--- src/rtl/MD_pkg.sv ---
// Shared constants and types for the filter dispatch stage.
package MD_pkg;

    localparam int NUM_FILTERS      = 4;
    localparam int FILTER_OUT_DELAY = 3;

    typedef enum logic [1:0] {
        IDLE    = 2'd0,
        RUN     = 2'd1,
        DRAIN   = 2'd2,
        RELEASE = 2'd3
    } filter_sched_state_t;

endpackage

--- src/rtl/filter_dispatch_scheduler_rr_arbiter.sv ---
// Combinational round-robin arbiter: grants the first requester at or after ptr.
module rr_arbiter #(
    parameter int N  = 4,
    parameter int PW = $clog2(N)
) (
    input  logic [N-1:0]  req,
    input  logic [PW-1:0] ptr,
    output logic [N-1:0]  grant,
    output logic [PW-1:0] grant_idx
);

    always_comb begin
        int   idx;
        logic found;
        grant     = '0;
        grant_idx = '0;
        found     = 1'b0;
        idx       = 0;
        for (int k = 0; k < N; k++) begin
            idx = int'(ptr) + k;
            if (idx >= N) idx = idx - N;
            if (!found && req[idx]) begin
                found      = 1'b1;
                grant[idx] = 1'b1;
                grant_idx  = PW'(idx);
            end
        end
    end

endmodule

--- src/rtl/filter_dispatch_scheduler.sv ---
// Per-cell filter dispatch controller: input/output round-robin and batch sequencing.
// Optional performance counters are enabled by defining FILTER_SCHED_PERF_CNT_EN.
module filter_dispatch_scheduler #(
    parameter int NUM_FILTERS  = MD_pkg::NUM_FILTERS,
    parameter int DRAIN_CYCLES = MD_pkg::FILTER_OUT_DELAY + 1
) (
    input  logic                   clk,
    input  logic                   rst,
    input  logic                   i_batch_start,
    input  logic                   i_nb_valid,
    input  logic                   i_nb_last,
    output logic                   o_nb_ready,
    input  logic [NUM_FILTERS-1:0] i_filter_almost_full,
    output logic [NUM_FILTERS-1:0] o_filter_input_arb_result,
    input  logic [NUM_FILTERS-1:0] i_filter_buf_empty,
    input  logic                   i_downstream_stall,
    output logic [NUM_FILTERS-1:0] o_filter_output_arb_result,
    output logic                   o_pair_selected_valid,
    output logic                   o_nb_reg_release_flag,
    output logic                   o_busy
`ifdef FILTER_SCHED_PERF_CNT_EN
    ,
    output logic [31:0]            o_perf_pairs_out,
    output logic [31:0]            o_perf_in_stall
`endif
);
    import MD_pkg::*;

    localparam int PW = $clog2(NUM_FILTERS);
    localparam int CW = $clog2(DRAIN_CYCLES + 1);

    filter_sched_state_t state, state_nxt;
    logic [PW-1:0] in_ptr, out_ptr;
    logic [CW-1:0] drain_cnt, drain_nxt, drain_inc;
    logic [NUM_FILTERS-1:0] in_gnt, out_gnt;
    logic [PW-1:0] in_idx, out_idx;
    logic          out_en, all_empty;

    function automatic logic [PW-1:0] ptr_wrap(input logic [PW-1:0] g);
        return (g == PW'(NUM_FILTERS - 1)) ? '0 : g + 1'b1;
    endfunction

    function automatic logic [CW-1:0] sat_inc(input logic [CW-1:0] c);
        return (c == CW'(DRAIN_CYCLES)) ? c : c + 1'b1;
    endfunction

    rr_arbiter #(.N(NUM_FILTERS), .PW(PW)) u_in_arb (
        .req       (~i_filter_almost_full),
        .ptr       (in_ptr),
        .grant     (in_gnt),
        .grant_idx (in_idx)
    );

    rr_arbiter #(.N(NUM_FILTERS), .PW(PW)) u_out_arb (
        .req       (~i_filter_buf_empty),
        .ptr       (out_ptr),
        .grant     (out_gnt),
        .grant_idx (out_idx)
    );

    assign o_nb_ready = (state == RUN) && i_nb_valid && !(&i_filter_almost_full);
    assign o_filter_input_arb_result = o_nb_ready ? in_gnt : '0;

    assign out_en = ((state == RUN) || (state == DRAIN)) && !i_downstream_stall;
    assign o_filter_output_arb_result = out_en ? out_gnt : '0;
    assign o_pair_selected_valid = |o_filter_output_arb_result;

    assign o_nb_reg_release_flag = (state == RELEASE);
    assign o_busy                = (state != IDLE);

    assign all_empty = &i_filter_buf_empty;
    assign drain_inc = sat_inc(drain_cnt);

    // Leave DRAIN on the cycle the count would reach DRAIN_CYCLES so release lands right after it.
    always_comb begin
        state_nxt = state;
        drain_nxt = '0;
        case (state)
            IDLE:    if (i_batch_start) state_nxt = RUN;
            RUN:     if (o_nb_ready && i_nb_last) state_nxt = DRAIN;
            DRAIN: begin
                if (all_empty && !o_pair_selected_valid) begin
                    if (drain_inc == CW'(DRAIN_CYCLES)) state_nxt = RELEASE;
                    else                                drain_nxt = drain_inc;
                end
            end
            RELEASE: state_nxt = IDLE;
            default: state_nxt = IDLE;
        endcase
    end

    always_ff @(posedge clk or posedge rst) begin
        if (rst) begin
            state     <= IDLE;
            in_ptr    <= '0;
            out_ptr   <= '0;
            drain_cnt <= '0;
        end else begin
            state     <= state_nxt;
            drain_cnt <= drain_nxt;
            if (|o_filter_input_arb_result) in_ptr  <= ptr_wrap(in_idx);
            if (o_pair_selected_valid)      out_ptr <= ptr_wrap(out_idx);
        end
    end

`ifdef FILTER_SCHED_PERF_CNT_EN
    always_ff @(posedge clk or posedge rst) begin
        if (rst) begin
            o_perf_pairs_out <= '0;
            o_perf_in_stall  <= '0;
        end else if (state == IDLE && i_batch_start) begin
            o_perf_pairs_out <= '0;
            o_perf_in_stall  <= '0;
        end else begin
            if (o_pair_selected_valid)
                o_perf_pairs_out <= o_perf_pairs_out + 32'd1;
            if (state == RUN && i_nb_valid && !o_nb_ready)
                o_perf_in_stall <= o_perf_in_stall + 32'd1;
        end
    end
`endif

endmodule

--- config.mk ---
export PLATFORM = sky130hd
export DESIGN_NAME = filter_dispatch_scheduler
export DESIGN_NICKNAME = d
export VERILOG_FILES = /design/src/rtl/MD_pkg.sv /design/src/rtl/filter_dispatch_scheduler_rr_arbiter.sv /design/src/rtl/filter_dispatch_scheduler.sv
export SDC_FILE = /design/constraint.sdc
export NUM_CORES = 1
export LEC_CHECK = 0
export ABC_AREA = 1
export BUFFER_PORTS_ARGS = -buffer_cell sky130_fd_sc_hd__buf_2
export CORE_MARGIN = 3
export CORE_UTILIZATION = 26
export CTS_BUF_LIST = sky130_fd_sc_hd__clkbuf_4
export CTS_CLUSTER_SIZE = 8
export DETAILED_ROUTE_END_ITERATION = 12
export PLACE_DENSITY = 0.42
export SLEW_MARGIN = 20
export SYNTH_ARGS = -nofsm -noshare
export SYNTH_HDL_FRONTEND = slang
export SYNTH_HIERARCHICAL = 1
export SYNTH_SLANG_ARGS = --single-unit
--- constraint.sdc ---
create_clock -name clk -period 4.45 [get_ports clk]
set_clock_uncertainty 0.05 [all_clocks]
set_input_delay 0.6675 -clock clk [delete_from_list [all_inputs] [get_ports clk]]
set_output_delay 0.6675 -clock clk [all_outputs]
set_load 0.01 [all_outputs]
# Word-level counts from Yosys, hierarchy flattened
# Cells that the tools add are included.
# W data, S select, Z words.
[op_classes]
muxes = 83
n_eq_ne = 11
n_bitwise = 8
reduce_logical = 36
order_cmp = 24
addsub = 17
[op_table]
columns = ["op", "count"]
rows = [
  ["$ge A32 B1 Y1 const B", 8],
  ["$lt A32 B4 Y1 const B", 8],
  ["$mux W32", 8],
  ["$ge A32 B4 Y1 const B", 6],
  ["$sub A32 B4 Y32 const B", 6],
  ["$mux W4", 10],
  ["$mux W1", 30],
  ["$mux W2", 14],
  ["$or A4 B4 Y4", 6],
  ["$logic_and A1 B1 Y1", 19],
  ["$bmux W1 S2", 8],
  ["$demux W1 S2", 8],
  ["$add A2 B2 Y3 const B", 4],
  ["$mux W3", 4],
  ["$reduce_and A4 Y1", 3],
  ["$logic_not A1 Y1", 9],
  ["$eq A2 B2 Y1 const B", 4],
  ["$not A4 Y4", 2],
  ["$pmux W2 S4", 1],
  ["$reduce_or A4 Y1", 2],
  ["$sub A2 B3 Y4 const B", 2],
  ["$add A2 B1 Y3 const B", 2],
  ["$eq A3 B3 Y1 const B", 2],
  ["$ge A2 B3 Y1 const B", 2],
  ["other kinds (8)", 11],
]
[word_totals]
word_cells = 183
ff_bits = 9

# Longest topological paths before layout
[depth]
word_depth = 21
ltp_mapped = 16
depth_no_buf = 15

# Modules after synthesis
# The synthesis kept the hierarchy.
[modules_own_cells]
columns = ["module", "cells_each", "area_each_um2", "n_inst", "seq_area_each_um2"]
rows = [
  ["rr_arbiter", 85, 514.2, 2, 0.0],
  ["filter_dispatch_scheduler", 107, 770.7, 1, 225.2],
]

# Least setup slack after synthesis
# Ideal clock, no wire load.
[synth_path]
path_type = "flip-flop to output port"
start = "register out_ptr[1]"
end = "output port o_pair_selected_valid"
required_ps = 3733
path_stages_with_launch = 11
setup_slack_ps = 1874
arrival_ps = 1859
cell_sequence = "dfrtp_1 inv_1 ha_1 inv_1 nand3_1 nand2_1 nor2_2 a21oi_1 nand3_1 o21ai_2 nand2_1"
[synth_via]
elab_chain_cells = 17
elab_cells_between_ends = 65
[synth_lines]
columns = ["element", "line_no", "text"]
rows = [
  ["from (decl)", "filter_dispatch_scheduler.sv:33", "logic [PW-1:0] in_ptr, out_ptr;"],
  ["from (signal assigned)", "filter_dispatch_scheduler.sv:102", "if (o_pair_selected_valid) out_ptr <= ptr_wrap(out_idx);"],
  ["branches (longest 14 deep; another with $sub A32 B4 Y32)", "-", ""],
  ["$mux W4 *", "filter_dispatch_scheduler_rr_arbiter.sv:22", "if (!found && req[idx]) begin"],
  ["named net out_gnt[3]", "filter_dispatch_scheduler.sv:35", "logic [NUM_FILTERS-1:0] in_gnt, out_gnt;"],
  ["$mux W4 *", "filter_dispatch_scheduler.sv:65", "assign o_filter_output_arb_result = out_en ? out_gnt : '0;"],
  ["$reduce_or A4 Y1 *", "filter_dispatch_scheduler.sv:66", "assign o_pair_selected_valid = |o_filter_output_arb_result;"],
  ["to (decl)", "filter_dispatch_scheduler.sv:18", "output logic o_pair_selected_valid,"],
]
# Mark *: on every way through the listed nets, which the timed path passes. The select of a mux whose other input is x is not followed.

# Final worst setup path
[layout_path]
start = "register out_ptr[0]"
end = "output port o_pair_selected_valid"
# The elaborated chain is that of the path after synthesis.

==> results.json <==
{
  "cts.clk_slew.worst_paths_ps": 60,
  "cts_tree": "done",
  "gp_congestion": 0.805,
  "drtIter0Drc": 53,
  "min_path_type": "in -> async",
  "critPathLaunch": "out_ptr[0]$_DFFE_PP0P_",
  "r2r-start": "out_ptr[0]$_DFFE_PP0P_",
  "final_common_cell": "nand2_1",
  "post-dp-hpwl_um": 3280,
  "ys_ff_latch": 9,
  "post-cts-setup-buffers": 0,
  "n_antenna_cell": 0,
  "numCtsBuffers": 3,
  "placed_cells": 377,
  "die_h_um": 89.2,
  "clk_path_buf_depth": 2,
  "drv_slew": 0,
  "avgSynthCellArea_um2": 6.50,
  "clkPwrFrac_pct": 4.9,
  "path_cells": "inv_6 > ha_1 > inv_1 > nand3_1 > nand2_1 > nor2_2 > a21oi_1 > nand3_1 > o21ai_2 > nand2_1 > buf_2",
  "swShare_pct": 59.9,
  "synth_fp_nets": 316,
  "grt.total_usage_pct": 10.5,
  "die_w_um": 89.2,
  "p_int_mw": 0.571,
  "ctsResizeCount": 0,
  "layout.cells.non_filler": 381,
  "cts_root_buffer": "clkbuf_4",
  "fin_crit_ps": 3270,
  "synth_top_area_share_pct": 17.4,
  "wl_per_cell_um": 10.4,
  "worstSetupPathType": "reg -> out",
  "rows": 29,
  "yosysTopAreaCell": "ha_1",
  "grt_antenna_before_repair": 0,
  "synth_area_leaders": "ha_1 17%, nand3_1 15%, dfrtp_1 13%",
  "p_switching_mw": 0.853,
  "overflow": 0,
  "synth_warnings": 6,
  "layout_common_cells": "56 x nand2_1, 54 x nand3_1, 50 x inv_1, 25 x ha_1, 25 x buf_2",
  "ir_drop_mv": 0.241,
  "via_count": 1676,
  "start_kind": "flop",
  "status": "complete, no violations",
  "min_period_over_period_pct": 73.4,
  "grt_max_degree": 14,
  "postCtsHoldBufs": 0,
  "antenna_left": 0,
  "nets": 344,
  "cts_sinks": 9,
  "htree_num_levels": 1,
  "grt_pass1_wl_um": 6870,
  "grt_pass1_vias": 1568,
  "final_core_util_pct": 31.1,
  "layout-drive-gt1-share_pct": 21.4,
  "via_per_inst": 4.40,
  "wl_um": 3960,
  "dr.pass1.iters": 4,
  "setup_ws_ps": 1180,
  "arrival_ps": 2550,
  "crit_slowest_cell": "dfrtp_1",
  "p_seq_share_pct": 13.0,
  "finalHoldViolations": 0,
  "clk_latency_ps": 260,
  "setup_viol": 0,
  "cp_num_buf_inv": 3,
  "cp_slowest_stage_delay_ps": 650,
  "p_per_area_mw_per_mm2": 702,
  "post-route-drc-count": 0,
  "place_ws_ps": 1470,
  "fmax_mhz": 306,
  "start_util_pct": 27.5,
  "p_leak_nw": 1.13,
  "maxCapViolCount": 0,
  "area_growth_pct": 12.7,
  "pwr-share-comb_pct": 82.2,
  "worst_pin_slew_ps": 530,
  "worst_ep_required_time_ps": 3730,
  "slew_headroom_pct": 64.7,
  "setup_tns_ps": 0,
  "rsz0062_at_grt": "false",
  "endpoint_kind": "output pin",
  "synth_seq_area_share_pct": 12.5,
  "core_area_mm2": 0.00653,
  "cp_top_family": "flip-flops",
  "synth_area_mm2": 0.00180,
  "synthCells": 277,
  "die_area_mm2": 0.00795,
  "ys_types": 25,
  "io_pins": 26,
  "hold_slack_ps": 334,
  "io_buffers": 25,
  "cp_max_fo": 13
}
-- cell type report --
| class | count | area, um2 |
|---|---|---|
| clock buffer | 4 | 30.0 |
| fill | 728 | 4500 |
| inverter | 53 | 209 |
| multi-input combinational | 213 | 1340 |
| sequential | 9 | 225 |
| tap | 77 | 96.3 |
| timing repair buffer | 25 | 125 |
-- registers in the layout (all words and copies together) (netlist names) --
signal	flops
state	2
drain_cnt	3
in_ptr	2
out_ptr	2
-- worst paths after layout --
path / to / slack, ps / cells past startpoint
max: o_pair_selected_valid / 1180 / 11
min: in_ptr[0]$_DFFE_PP0P_ / 330 / 2
max reg2reg: out_ptr[1]$_DFFE_PP0P_ / 1830 / 11
min reg2reg: state[1]$_DFFE_PP0P_ / 490 / 2
max in group asynchronous: drain_cnt[0]$_DFF_PP0_ / 3760 / 2
min in group clk: state[1]$_DFFE_PP0P_ / 490 / 2
-- metal layers --
| layer | vias to the layer above | share of wire, % | GRT usage (%) |
|---|---|---|---|
| met4 | 0 | 0 | 1.62 |
| met3 | 0 | 2.4 | 0.922 |
| met1 | 721 | 53 | 15.0 |
| met5 | - | 0 | 0 |
| li1 | 938 | - | - |
| met2 | 17 | 45 | 17.5 |
-- cell families after synthesis --
kind of cell	Yosys count	share of synthesized area, %
simple gates	161	47.3
buf+inv	55	12.9
compound gates	25	8.69
fa+ha+maj	25	17.4
flops	9	12.5
mux	2	1.25
-- worst register-to-register path, stage by stage (launching register included) --
cell	delay (ps)
dfrtp_1	650
inv_6	120
ha_1	380
inv_1	130
nand3_1	90
nand2_1	120
nand3_1	90
nor2_1	140
nor2_1	50
nor2_1	160
ha_1	260
mux2_2	260
-- power groups by stage --
stage / logic [mW] / clock network, mW / registers [mW]
2_1_floorplan: 0.980 / 0 / 0.152
3_3_place_gp: 1.20 / 0 / 0.187
3_5_place_dp: 1.17 / 0 / 0.186
4_1_cts: 1.18 / 0.0727 / 0.185
5_1_grt: 1.34 / 0.0781 / 0.193
6_report: 1.17 / 0.0690 / 0.185
-- synthesized netlist by cell type --
master	number
inv_6	2
nor2_1	18
inv_1	50
o21ai_2	2
nor2_4	1
o21ai_1	4
nand3_2	1
inv_2	1
nand2_1	56
mux2_2	2
a21oi_2	1
buf_6	2
or2_2	1
nor2_8	2
a21oi_1	10
nor3_1	3
nand3_4	3
nand2_2	6
a21boi_0	8
nand4_1	2
nand3_1	54
nor2_2	8
nand2_4	6
ha_1	25
dfrtp_1	9
-- through the flow --
stage / instance area [um2] / power (mW)
3_3_place_gp: 2000 / 1.39
2_1_floorplan: 1800 / 1.13
5_1_grt: 2030 / 1.61
6_report: 2030 / 1.42
4_1_cts: 2030 / 1.44
3_5_place_dp: 2000 / 1.36
(Power assumes the default switching activity.)
